<file path="src/rtl/pipe_scoreboard.sv">
// Purpose : in-order pipeline scoreboard; tracks writers in EX..WB and decides stall/forwarding for decode.
// Latency : stall/issue_ready are combinational; fwd_a/fwd_b register one cycle after issue (instruction in EX).
// Backpressure: hold freezes all state; stall and flush block issue_ready; no pending instruction is stored.
//
// Ports:
//   clk, reset                 rising-edge clock, asynchronous active-low reset
//   issue_valid/wen/load/rd    decode instruction and its destination
//   src_a/src_b(+_used)        decode source registers and whether they are read
//   flush                      squash decode and EX-stage instruction
//   hold                       global freeze
//   issue_ready, stall         accept / data-hazard stall for decode (combinational)
//   fwd_a, fwd_b               forward selects for the instruction in EX (0 = regfile, k = stage k)
//   stall_count                saturating count of stall cycles
module pipe_scoreboard #(
   parameter int DEPTH      = 3,
   parameter int REG_AW     = 5,
   parameter int ALU_READY  = 2,
   parameter int LOAD_READY = 3,
   localparam int FW        = $clog2(DEPTH + 1)
) (
   input  logic              clk,
   input  logic              reset,
   input  logic              issue_valid,
   input  logic              issue_wen,
   input  logic              issue_load,
   input  logic [REG_AW-1:0] issue_rd,
   input  logic [REG_AW-1:0] src_a,
   input  logic [REG_AW-1:0] src_b,
   input  logic              src_a_used,
   input  logic              src_b_used,
   input  logic              flush,
   input  logic              hold,
   output logic              issue_ready,
   output logic              stall,
   output logic [FW-1:0]     fwd_a,
   output logic [FW-1:0]     fwd_b,
   output logic [15:0]       stall_count
);

   // Per-stage entry, index k = 1 (EX) .. DEPTH (WB)
   logic [DEPTH:1]    r_vld;
   logic [DEPTH:1]    r_wen;
   logic [DEPTH:1]    r_load;
   logic [REG_AW-1:0] r_rd [1:DEPTH];

   logic [FW-1:0]     r_fwd_a;
   logic [FW-1:0]     r_fwd_b;
   logic [15:0]       r_stall_cnt;

   logic [FW-1:0]     w_sel_a;
   logic [FW-1:0]     w_sel_b;
   logic              w_late_a;
   logic              w_late_b;
   logic              w_stall;
   logic              w_issue_ready;

   // Scan from oldest matchable stage down to EX so the youngest match is
   // the last one written. The WB entry is never matched: the register file
   // is written first and read after in the same cycle.
   // w_sel_x holds (k+1): the stage the producer will occupy when the
   // consumer reaches EX, which is exactly the registered forward select.
   always_comb begin
      w_sel_a  = '0;
      w_sel_b  = '0;
      w_late_a = 1'b0;
      w_late_b = 1'b0;
      for (int k = DEPTH - 1; k >= 1; k--) begin
         if (src_a_used && (src_a != '0) && r_vld[k] && r_wen[k] && (r_rd[k] == src_a)) begin
            w_sel_a  = FW'(k + 1);
            w_late_a = (k + 1) < (r_load[k] ? LOAD_READY : ALU_READY);
         end
         if (src_b_used && (src_b != '0) && r_vld[k] && r_wen[k] && (r_rd[k] == src_b)) begin
            w_sel_b  = FW'(k + 1);
            w_late_b = (k + 1) < (r_load[k] ? LOAD_READY : ALU_READY);
         end
      end
   end

   // flush outranks any hazard; hold only blocks acceptance, stall stays visible
   assign w_stall       = issue_valid & ~flush & (w_late_a | w_late_b);
   assign w_issue_ready = issue_valid & ~w_stall & ~hold & ~flush;

   always_ff @(posedge clk or negedge reset) begin
      if (!reset) begin
         r_vld       <= '0;
         r_wen       <= '0;
         r_load      <= '0;
         for (int k = 1; k <= DEPTH; k++) begin
            r_rd[k] <= '0;
         end
         r_fwd_a     <= '0;
         r_fwd_b     <= '0;
         r_stall_cnt <= '0;
      end else if (!hold) begin
         for (int k = DEPTH; k >= 2; k--) begin
            r_vld[k]  <= r_vld[k-1];
            r_wen[k]  <= r_wen[k-1];
            r_load[k] <= r_load[k-1];
            r_rd[k]   <= r_rd[k-1];
         end
         // squashed EX instruction becomes a bubble as it moves on
         if (flush) begin
            r_vld[2] <= 1'b0;
         end
         r_vld[1]  <= w_issue_ready;
         r_wen[1]  <= issue_wen;
         r_load[1] <= issue_load;
         r_rd[1]   <= issue_rd;
         r_fwd_a   <= w_issue_ready ? w_sel_a : '0;
         r_fwd_b   <= w_issue_ready ? w_sel_b : '0;
         if (w_stall && (r_stall_cnt != 16'hFFFF)) begin
            r_stall_cnt <= r_stall_cnt + 16'd1;
         end
      end
   end

   assign issue_ready = w_issue_ready;
   assign stall       = w_stall;
   assign fwd_a       = r_fwd_a;
   assign fwd_b       = r_fwd_b;
   assign stall_count = r_stall_cnt;

endmodule

</file>
<file path="config.mk">
export PLATFORM = sky130hd
export DESIGN_NAME = pipe_scoreboard
export DESIGN_NICKNAME = d
export VERILOG_FILES = /design/src/rtl/pipe_scoreboard.sv
export SDC_FILE = /design/constraint.sdc
export NUM_CORES = 1
export LEC_CHECK = 0
export BUFFER_PORTS_ARGS = -buffer_cell sky130_fd_sc_hd__buf_2
export CAP_MARGIN = 30
export CORE_UTILIZATION = 35
export CTS_CLUSTER_SIZE = 24
export DETAILED_ROUTE_END_ITERATION = 10
export PLACE_DENSITY = 0.62
export SETUP_SLACK_MARGIN = 0.02
export SYNTH_ARGS = -nofsm -noshare
export SYNTH_HDL_FRONTEND = slang
export SYNTH_SLANG_ARGS = --single-unit
</file>
<file path="constraint.sdc">
create_clock -name clk -period 4.6 [get_ports clk]
set_clock_uncertainty 0.2 [all_clocks]
set_input_delay 1.38 -clock clk [delete_from_list [all_inputs] [get_ports clk]]
set_output_delay 1.38 -clock clk [all_outputs]
set_load 0.005 [all_outputs]
</file>
==> results of run 1 <==
[cell type report]
class                   count  area (um2)  share of cell area
repair buffers             48         248               0.114
clock buffers               8         100              0.0461
multi-input cells         119         850               0.391
well taps                  67        83.8              0.0386
inverters                   4        15.0             0.00691
flip-flops and latches     35         876               0.403
[layout by cell type, fill, tap and decap left out, types with 5 or more instances in the layout]
cell,n
buf_2,45
dfrtp_1,35
xnor2_1,21
nand2_1,17
xor2_1,14
mux2_2,13
nor2_1,10
nand4_1,7
clkbuf_8,7
nor3_1,6
nor4_1,6
nand3_1,5
[worst min-delay path: stages (launching register included)]
cell and delay, ns:
dfrtp_1 0.34, nand2_1 0.05, nand2_1 0.04
[registers in the layout, summed over array words and instances, names as in the netlist]
signal and count:
stall_count 16, r_rd 10, fwd_a 2, fwd_b 2
r_vld 2, r_wen 2, r_load 1
[through the flow]
step                      utilization  cells  cell area, um2  hold slack (ns)  worst slack (ns)
after floorplan                     -    161            1760            0.265             0.362
after global placement          0.433    273            2070            0.260            0.0383
after detailed placement        0.433    273            2070            0.258            0.0451
after CTS                       0.454    281            2170            0.276            0.0329
after global routing            0.454    281            2170            0.285            0.0365
final                           0.454    281            2170            0.270             0.184
[cell families (layout without fill, tap and decap cells)]
kind of cell,after synthesis,in the layout,synth area share
compound gates,7,7,0.0263
flops,35,35,0.498
buf+inv,7,60,0.0192
mux,14,14,0.0896
simple gates,62,62,0.186
fa+ha+maj,1,1,0.00711
xor+xnor,35,35,0.174
[worst paths after layout]
check | from | end | slack, ns | cells after the start
setup / recovery | src_a[1] | issue_ready | 0.18 | 8
hold / removal | fwd_b[0] | fwd_b[0] | 0.27 | 2
setup reg to reg | stall_count[7] | stall_count[1] | 2.09 | 5
hold reg to reg | fwd_b[0] | fwd_b[0] | 0.27 | 2
max in group asynchronous | reset | r_vld[1] | 2.73 | 1
min in group asynchronous | reset | r_rd[7] | 0.97 | 1
[layer usage]
metal  wire (um)  vias to the layer above
li1            -                      660
met1        1720                      613
met2        1650                       27
met3         128                        8
met4          82                        0
met5           0                        -
[where the power goes]
part	internal [mW]	switching, mW
Sequential	0.323	0.0183
Clock	0.137	0.110
Combinational	0.0416	0.0304
Total	0.502	0.159
==> summary.txt, run 1 <==
Outcome
  • Status: finished clean

CTS
  • Clk slew on worst S/H paths: approximately 0.070 ns
  • Total clock sinks: 35
  • TritonCTS Buffers: 5
  • Clock Tree Buf Depth: 2
  • Root buf cell: clkbuf_8
  • CTS tree: done
  • Postcts setup bufs: 0
  • Clock Latency Late Sink: 0.28 ns
  • Hold_buf cts: 0
  • H-Tree Level Count: 2
  • CTS resizes: 0

Critical path
  • Family with the most delay on the worst path: simple AND/OR/NAND/NOR gates
  • Slowest stage delay, CP: roughly 0.5 ns
  • Critical Path RT: about 3.0 ns
  • Crit-path cells: buf_2, or4_1, o21ai_0, nor3_1, o21ai_1, nand2_1, inv_1, buf_2
  • CP endpoint kind: primary output
  • Setup CP Type: in2out
  • Crit path buf inv count: 3
  • Most frequent CP cell: buf_2
  • Crit path DAT: 2.84 ns
  • Slowest CP cell: or4_1
  • Startpoint Class: input port
  • Max FO, Critical Path: 4

Yosys
  • Synth cell types: 25
  • Seq/Total Area, Yosys: 0.498
  • Syn Inst Count: 161
  • Share of the synthesized area in the top cell type: 0.498
  • Post-synthesis cell area: 1760 um2
  • Synth Area per Inst: 10.9 um2
  • Ranking of synthesized cells by area: dfrtp_1, xnor2_1, mux2_2
  • Main synth FF type: dfrtp_1
  • Synthesized Nets: 186
  • Synth area leader: dfrtp_1
  • Count leader, synth: dfrtp_1
  • Post-synthesis async set-or-reset flop share: 1.00
  • List of most frequent post-synthesis cells: dfrtp_1, xnor2_1, nand2_1
  • Ys Warns: 0
  • Synthesis-stage register bit count: 35
  • EDFF count, synth: 0

Global routing
  • Number of global-route vias before repair: 1315
  • Met3 Track Usage GR: 0.0442
  • GRT overflow: 0
  • GR peak layer: met2
  • Largest net degree at the start of global routing: 36
  • Met1 Use GR: 0.205
  • First-pass GRT wire length: 6220 um
  • Initial antenna violation count: 0
  • Overall routing resource usage: 0.156
  • Met2 Track Usage GR: 0.237

Power and ir drop
  • Total chip power: 0.660 mW
  • PD cells: 304 nW/um2
  • Leak: 1.05 nW
  • Worst VDD drop: 0.153 mV

STA
  • Final Cycle Share: 0.960
  • Unrepaired setup endpoints after global routing: no
  • Post-Route Setup TNS: 0 ns
  • Slew margin rel.: 0.475
  • Final count of pins violating max slew: 0
  • Post-layout min period: 4.42 ns
  • Worst slew pin tran: 0.787 ns
  • Fmax achieved: 226 MHz
  • Fin. Hold Viols: 0
  • # setup viols final: 0

Floorplan
  • DIE HEIGHT: 72.9 um
  • Core area: ~4800 um2
  • Initial Util: 0.368
  • Die area: 5310 um2
  • Row count: 25
  • I/O Pins: 46
  • Die Span X: 72.9 um

Layout
  • Diodes inserted: 0
  • Area grow syn2layout: 23.5%
  • Share of layout cells above drive strength 1: 0.327
  • Layout net count: 238
  • FILL cells: approximately 470

Routing
  • Vias per inst: 4.65
  • WL final: between 3000 and 4000 um
  • Detail Route Antenna Nets: 0
  • Iter 0 DRT Violations: 106
  • Routed len/inst: around 13 um
  • Post-route DRC: 0
  • DRT Pass-1 Iters: 4
  • Routed vias: 1308

Place
  • Dpl hpwl: about 2600 um
  • Gpl congestion: 0.773
  • Port Buffers: 45

Worst hold path
  • Worst Hold Class: reg2reg

Flow run
  • Max-Cap Viols: 0
Note: power is estimated with default switching activity, not from simulation.
==> inputs of run 2 (changes only) <==
Settings changed: PLACE_DENSITY 0.62 to 0.55.
==> run 2 against run 1 <==
Compared with the run above: global-route usage is 0.79 points lower; highest routed layer unchanged; critical path type unchanged; final cell count stayed put; flip-flop and latch count unchanged; largest power group unchanged.
==> summary.txt, run 2 (synthesis gave the netlist of run 1 again) <==
Outcome
  • Status: finished clean (unchanged)

Critical path
  • Worst r2r src: stall_count[7] (unchanged)
  • CP Launch Point: src_a[1] (unchanged)
  • CP endpoint kind: primary output (unchanged)
  • Slowest CP cell: or4_1 (unchanged)
  • Most frequent CP cell: buf_2 (unchanged)
  • Crit-path cells: buf_2, or4_1, o21ai_0, nor3_1, o21ai_1, nand2_1, inv_1, buf_2 (unchanged)
  • Worst r2r dst: stall_count[1] (unchanged)
  • Setup CP Type: in2out (unchanged)
  • Slowest stage delay, CP: 0.50 ns (about the same)
  • Critical Path RT: 3.02 ns (about the same)
  • Max FO, Critical Path: 3 (was 4)
  • Crit path DAT: 2.86 ns (was 2.84 ns)
  • FF-to-FF path depth: 5 (unchanged)
  • End of the critical path: issue_ready (unchanged)
  • Startpoint Class: input port (unchanged)
  • Flop2flop setup slack: 2.11 ns (was 2.09 ns)

Global routing
  • First-pass GRT wire length: 5940 um (was 6220 um)
  • GRT overflow: 0 (unchanged)
  • Overall routing resource usage: 0.148 (was 0.156)
  • Initial antenna violation count: 0 (unchanged)
  • Largest net degree at the start of global routing: 36 (unchanged)
  • Number of global-route vias before repair: 1253 (was 1315)

Routing
  • Detail Route Antenna Nets: 0 (unchanged)
  • Vias per inst: 4.76 (was 4.65)
  • Iter 0 DRT Violations: 48 (was 106)
  • Routed vias: 1337 (was 1308)
  • WL final: 3570 um (was 3590 um)
  • Post-route DRC: 0 (unchanged)
  • Routed len/inst: 12.7 um (was 12.8 um)
  • DRT Pass-1 Iters: 4 (unchanged)

CTS
  • CTS tree: done (unchanged)
  • Clock Latency Late Sink: 0.28 ns (about the same)
  • Clock Tree Buf Depth: 2 (unchanged)
  • Root buf cell: clkbuf_8 (unchanged)
  • Clk slew on worst S/H paths: 0.07 ns (about the same)
  • H-Tree Level Count: 2 (unchanged)
  • TritonCTS Buffers: 5 (unchanged)
  • Postcts setup bufs: 0 (unchanged)
  • Total clock sinks: 35 (unchanged)

STA
  • Worst slew pin tran: 0.765 ns (was 0.787 ns)
  • Final count of pins violating max slew: 0 (unchanged)
  • Final Cycle Share: 0.965 (was 0.960)
  • Post-layout min period: 4.44 ns (was 4.42 ns)
  • Fmax achieved: 225 MHz (was 226 MHz)
  • Fin. Hold Viols: 0 (unchanged)
  • Post-Route Setup TNS: 0 ns (unchanged)
  • # setup viols final: 0 (unchanged)
  • Unrepaired setup endpoints after global routing: no (unchanged)
  • Slew margin rel.: 0.489 (was 0.475)

Floorplan
  • DIE HEIGHT: 72.9 um (unchanged)
  • Die Span X: 72.9 um (unchanged)
  • Die area: 5310 um2 (unchanged)
  • I/O Pins: 46 (unchanged)
  • Row count: 25 (unchanged)
  • Core area: 4790 um2 (unchanged)
  • Initial Util: 0.368 (unchanged)

Place
  • Port Buffers: 45 (unchanged)
  • Placed insts: 273 (unchanged)
  • Dpl hpwl: 2620 um (was 2630 um)
  • Gpl congestion: 0.819 (was 0.773)

Power and ir drop
  • Total chip power: 0.626 mW (was 0.660 mW)
  • Leak: 1.04 nW (was 1.05 nW)
  • PD cells: 291 nW/um2 (was 304 nW/um2)
  • Worst VDD drop: 0.154 mV (was 0.153 mV)

Layout
  • FILL cells: 486 (was 472)
  • Most frequent cells in the layout: buf_2, dfrtp_1, xnor2_1, nand2_1, xor2_1 (unchanged)
  • Most common cell after layout, fill and taps aside: buf_2 (unchanged)
  • Area grow syn2layout: 22.4% (was 23.5%)
  • Max reg flops: 16 (unchanged)
  • Layout net count: 238 (unchanged)
  • Diodes inserted: 0 (unchanged)
  • Final Instance Count excl. Fillers: 281 (unchanged)
  • Share of layout cells above drive strength 1: 0.322 (was 0.327)

Worst hold path
  • Worst Hold Class: reg2reg (unchanged)

Flow run
  • Max-Cap Viols: 0 (unchanged)
-- run 2: cell types whose count changed in the layout (fill, tap and decap cells not counted), sizes merged --
cell    previous run  this run
clkbuf             8         7
clkinv             0         1
-- run 2: per-layer routing --
| layer | global-route usage | routed length [um] | up-vias |
|---|---|---|---|
| li1 | - | - | 666 |
| met1 | 0.212 | 1780 | 640 |
| met2 | 0.211 | 1600 | 26 |
| met3 | 0.0331 | 135 | 5 |
| met4 | 0.0719 | 55 | 0 |
| met5 | 0 | 0 | - |
-- run 2: stage by stage --
stage	hold WS [ns]	worst slack, ns	util	cell area [um2]
detailed placement	0.254	0.0515	0.433	2070
floorplan	0.265	0.362	-	1760
finish	0.267	0.159	0.450	2150
CTS	0.272	0.0481	0.450	2150
global route	0.302	0.0605	0.450	2150
global placement	0.254	0.0858	0.433	2070
-- run 2: what timing repair did --
item                                    CTS  global route
endpoints found under the setup margin    0             2
hold buffers                              0             0
gates resized for setup                   0             2
-- run 2: layout make-up --
type,count,area [um2],area share
clock buffers,7,76.3,0.0354
clock inverters,1,5.00,0.00232
multi-input cells,119,850,0.395
inverters,4,15.0,0.00697
flip-flops and latches,35,876,0.407
repair buffers,48,248,0.115
well taps,67,83.8,0.0389
-- run 2: worst min path at each step --
| stage | from | to | slack [ns] | cells after the start |
|---|---|---|---|---|
| finish | fwd_a[0] | fwd_a[0] | 0.27 | 2 |
| global route | stall_count[6] | stall_count[6] | 0.30 | 1 |
| CTS | fwd_a[0] | fwd_a[0] | 0.27 | 2 |
| detailed placement | fwd_a[0] | fwd_a[0] | 0.25 | 2 |
| global placement | fwd_b[0] | fwd_b[0] | 0.25 | 2 |
| floorplan | fwd_a[0] | fwd_a[0] | 0.27 | 2 |
-- run 2: report_power, final --
part           internal, mW  leakage, nW  switching (mW)
Clock                 0.106       0.0422           0.105
Combinational        0.0416        0.553          0.0323
Sequential            0.323        0.448          0.0175
Total                 0.471         1.04           0.155
-- run 2: critical path: cells and delay by family --
family / cells / cell delay (ns)
AOI/OAI and AO/OA: 2 / 0.48
buffers and inverters: 3 / 0.29
and+or+nand+nor: 3 / 0.72
==> inputs of run 3 (changes only) <==
Settings changed: ABC_AREA set to 1, PLACE_DENSITY 0.55 to 0.53.
==> run 3 against run 2 <==
Compared with the run above: utilization fell by 1.7 points; critical path type unchanged; maximum frequency increased by 11%; clock power rose by 38%.
==> summary.txt, run 3 <==
Outcome
  • Status: finished clean (unchanged)

Routing
  • Vias per inst: 4.61 (was 4.76)
  • Iter 0 DRT Violations: 79 (was 48)
  • Routed len/inst: 11.7 um (was 12.7 um)
  • Routed vias: 1976 (was 1337)
  • Post-route DRC: 0 (unchanged)
  • Detail Route Antenna Nets: 0 (unchanged)
  • DRT Pass-1 Iters: 4 (unchanged)
  • WL final: 5030 um (was 3570 um)

Yosys
  • Synthesis-stage register bit count: 35 (unchanged)
  • Synthesized Nets: 332 (was 186)
  • Ys Warns: 0 (unchanged)
  • Ranking of synthesized cells by area: dfrtp_1, nand2_1, inv_1 (was dfrtp_1, xnor2_1, mux2_2)
  • Seq/Total Area, Yosys: 0.394 (was 0.498)
  • Main synth FF type: dfrtp_1 (unchanged)
  • Synth Area per Inst: 7.25 um2 (was 10.9 um2)
  • Count leader, synth: nand2_1 (was dfrtp_1)
  • Synth area leader: dfrtp_1 (unchanged)
  • Synth cell types: 26 (was 25)
  • Syn Inst Count: 307 (was 161)
  • Post-synthesis async set-or-reset flop share: 1.00 (unchanged)
  • Share of the synthesized area in the top cell type: 0.394 (was 0.498)
  • Post-synthesis cell area: 2220 um2 (was 1760 um2)
  • List of most frequent post-synthesis cells: nand2_1, inv_1, dfrtp_1 (was dfrtp_1, xnor2_1, nand2_1)
  • EDFF count, synth: 0 (unchanged)

Global routing
  • Largest net degree at the start of global routing: 36 (unchanged)
  • Initial antenna violation count: 0 (unchanged)
  • Number of global-route vias before repair: 1935 (was 1253)
  • First-pass GRT wire length: 8870 um (was 5940 um)
  • GRT overflow: 0 (unchanged)
  • Overall routing resource usage: 0.173 (was 0.148)

CTS
  • H-Tree Level Count: 2 (unchanged)
  • Hold_buf cts: 0 (unchanged)
  • TritonCTS Buffers: 5 (unchanged)
  • Clk slew on worst S/H paths: 0.07 ns (about the same)
  • CTS resizes: 0 (unchanged)
  • Root buf cell: clkbuf_8 (unchanged)
  • Total clock sinks: 35 (unchanged)
  • Postcts setup bufs: 0 (unchanged)
  • Clock Latency Late Sink: 0.28 ns (about the same)
  • Clock Tree Buf Depth: 2 (unchanged)
  • CTS tree: done (unchanged)

Floorplan
  • Die area: 6680 um2 (was 5310 um2)
  • DIE HEIGHT: 81.7 um (was 72.9 um)
  • Die Span X: 81.7 um (was 72.9 um)
  • Core area: 6030 um2 (was 4790 um2)
  • Row count: 28 (was 25)
  • Initial Util: 0.369 (was 0.368)
  • I/O Pins: 46 (unchanged)

Flow run
  • Max-Cap Viols: 0 (unchanged)

Power and ir drop
  • Total chip power: 0.709 mW (was 0.626 mW)
  • Worst VDD drop: 0.197 mV (was 0.154 mV)
  • PD cells: 272 nW/um2 (was 291 nW/um2)
  • Leak: 1.38 nW (was 1.04 nW)

STA
  • Unrepaired setup endpoints after global routing: no (unchanged)
  • Fmax achieved: 250 MHz (was 225 MHz)
  • Fin. Hold Viols: 0 (unchanged)
  • Final count of pins violating max slew: 0 (unchanged)
  • Post-layout min period: 4.01 ns (was 4.44 ns)
  • # setup viols final: 0 (unchanged)
  • Post-Route Setup TNS: 0 ns (unchanged)
  • Worst slew pin tran: 0.809 ns (was 0.765 ns)
  • Final Cycle Share: 0.871 (was 0.965)
  • Slew margin rel.: 0.461 (was 0.489)

Critical path
  • Flop2flop setup slack: 2.17 ns (was 2.11 ns)
  • Critical Path RT: 3.02 ns (about the same)
  • Setup CP Type: in2out (unchanged)
  • CP endpoint kind: primary output (unchanged)
  • Startpoint Class: input port (unchanged)
  • Crit path DAT: 2.43 ns (was 2.86 ns)
  • Max FO, Critical Path: 3 (unchanged)

Layout
  • Area grow syn2layout: 17.3% (was 22.4%)
  • Share of layout cells above drive strength 1: 0.243 (was 0.322)
  • Max reg flops: 16 (unchanged)
  • Most frequent cells in the layout: nand2_1, buf_2, inv_1, dfrtp_1, nor2_1 (was buf_2, dfrtp_1, xnor2_1, nand2_1, xor2_1)
  • Diodes inserted: 0 (unchanged)
  • Most common cell after layout, fill and taps aside: nand2_1 (was buf_2)
  • Layout net count: 378 (was 238)

Worst hold path
  • Worst Hold Class: reg2reg (unchanged)

Place
  • Port Buffers: 45 (unchanged)
  • Gpl congestion: 0.839 (was 0.819)
  • Dpl hpwl: 3750 um (was 2620 um)
-- run 3: cell types whose count changed after synthesis, moves of 10 or more --
cell / before / now
inv_1: 4 / 43
mux2_2: 13 / 0
nand2_1: 17 / 98
nand3_1: 5 / 20
nand3_2: 0 / 12
nor2_1: 10 / 22
o21ai_0: 5 / 15
xnor2_1: 21 / 6
xor2_1: 14 / 3
-- run 3: cell type report --
type	instances	area, um2
clock inverters	2	35.0
inverters	49	184
flip-flops and latches	35	876
clock buffers	6	82.6
multi-input cells	214	1090
repair buffers	48	248
well taps	75	93.8
fillers	649	3420
-- run 3: path summary, 6_finish.rpt --
check	endpoint	cells past startpoint	startpoint
worst max-delay path	stall	12	src_b[1]
worst min-delay path	fwd_a[1]	2	fwd_a[1]
worst max register to register	stall_count[10]	10	stall_count[0]
worst min register to register	fwd_a[1]	2	fwd_a[1]
max in group asynchronous	r_load[1]	1	reset
min in group asynchronous	stall_count[9]	1	reset
-- run 3: worst max-delay path: stages --
cell and delay (ns):
buf_2 0.10, inv_1 0.06, nand2_1 0.08, nand2_1 0.05
nor2_1 0.12, nand2_1 0.07, nor2_2 0.10, nand3_2 0.10
nand2_4 0.07, inv_1 0.05, nor3_1 0.11, buf_2 0.14
-- run 3: layer usage --
layer	vias up	track usage	part of all wire
met5	-	0	0
met4	0	0.0368	0.0042
met3	2	0.0344	0.038
met2	34	0.274	0.43
met1	884	0.242	0.53
li1	1056	-	-
-- run 3: stage by stage --
| step | util | cell area [um2] | cells | setup slack (ns) | hold WS (ns) |
|---|---|---|---|---|---|
| after global routing | 0.433 | 2610 | 429 | 0.475 | 0.315 |
| after global placement | 0.414 | 2490 | 421 | 0.597 | 0.261 |
| after detailed placement | 0.414 | 2490 | 421 | 0.597 | 0.277 |
| after CTS | 0.433 | 2610 | 429 | 0.589 | 0.294 |
| final | 0.433 | 2610 | 429 | 0.593 | 0.290 |
| after floorplan | - | 2220 | 307 | 0.873 | 0.253 |
-- run 3: cells by family after synthesis --
logic type      after synthesis  share of synthesized area
simple gates                184                      0.400
buf+inv                      58                      0.117
flops                        35                      0.394
compound gates               20                     0.0484
xor+xnor                      9                     0.0354
fa+ha+maj                     1                    0.00562
-- run 3: report_power, final --
| part | switching, mW | total (mW) | internal [mW] | leakage (nW) |
|---|---|---|---|---|
| clock | 0.116 | 0.292 | 0.176 | 0.0612 |
| sequential | 0.0127 | 0.333 | 0.320 | 0.424 |
| combinational | 0.0525 | 0.0837 | 0.0313 | 0.898 |
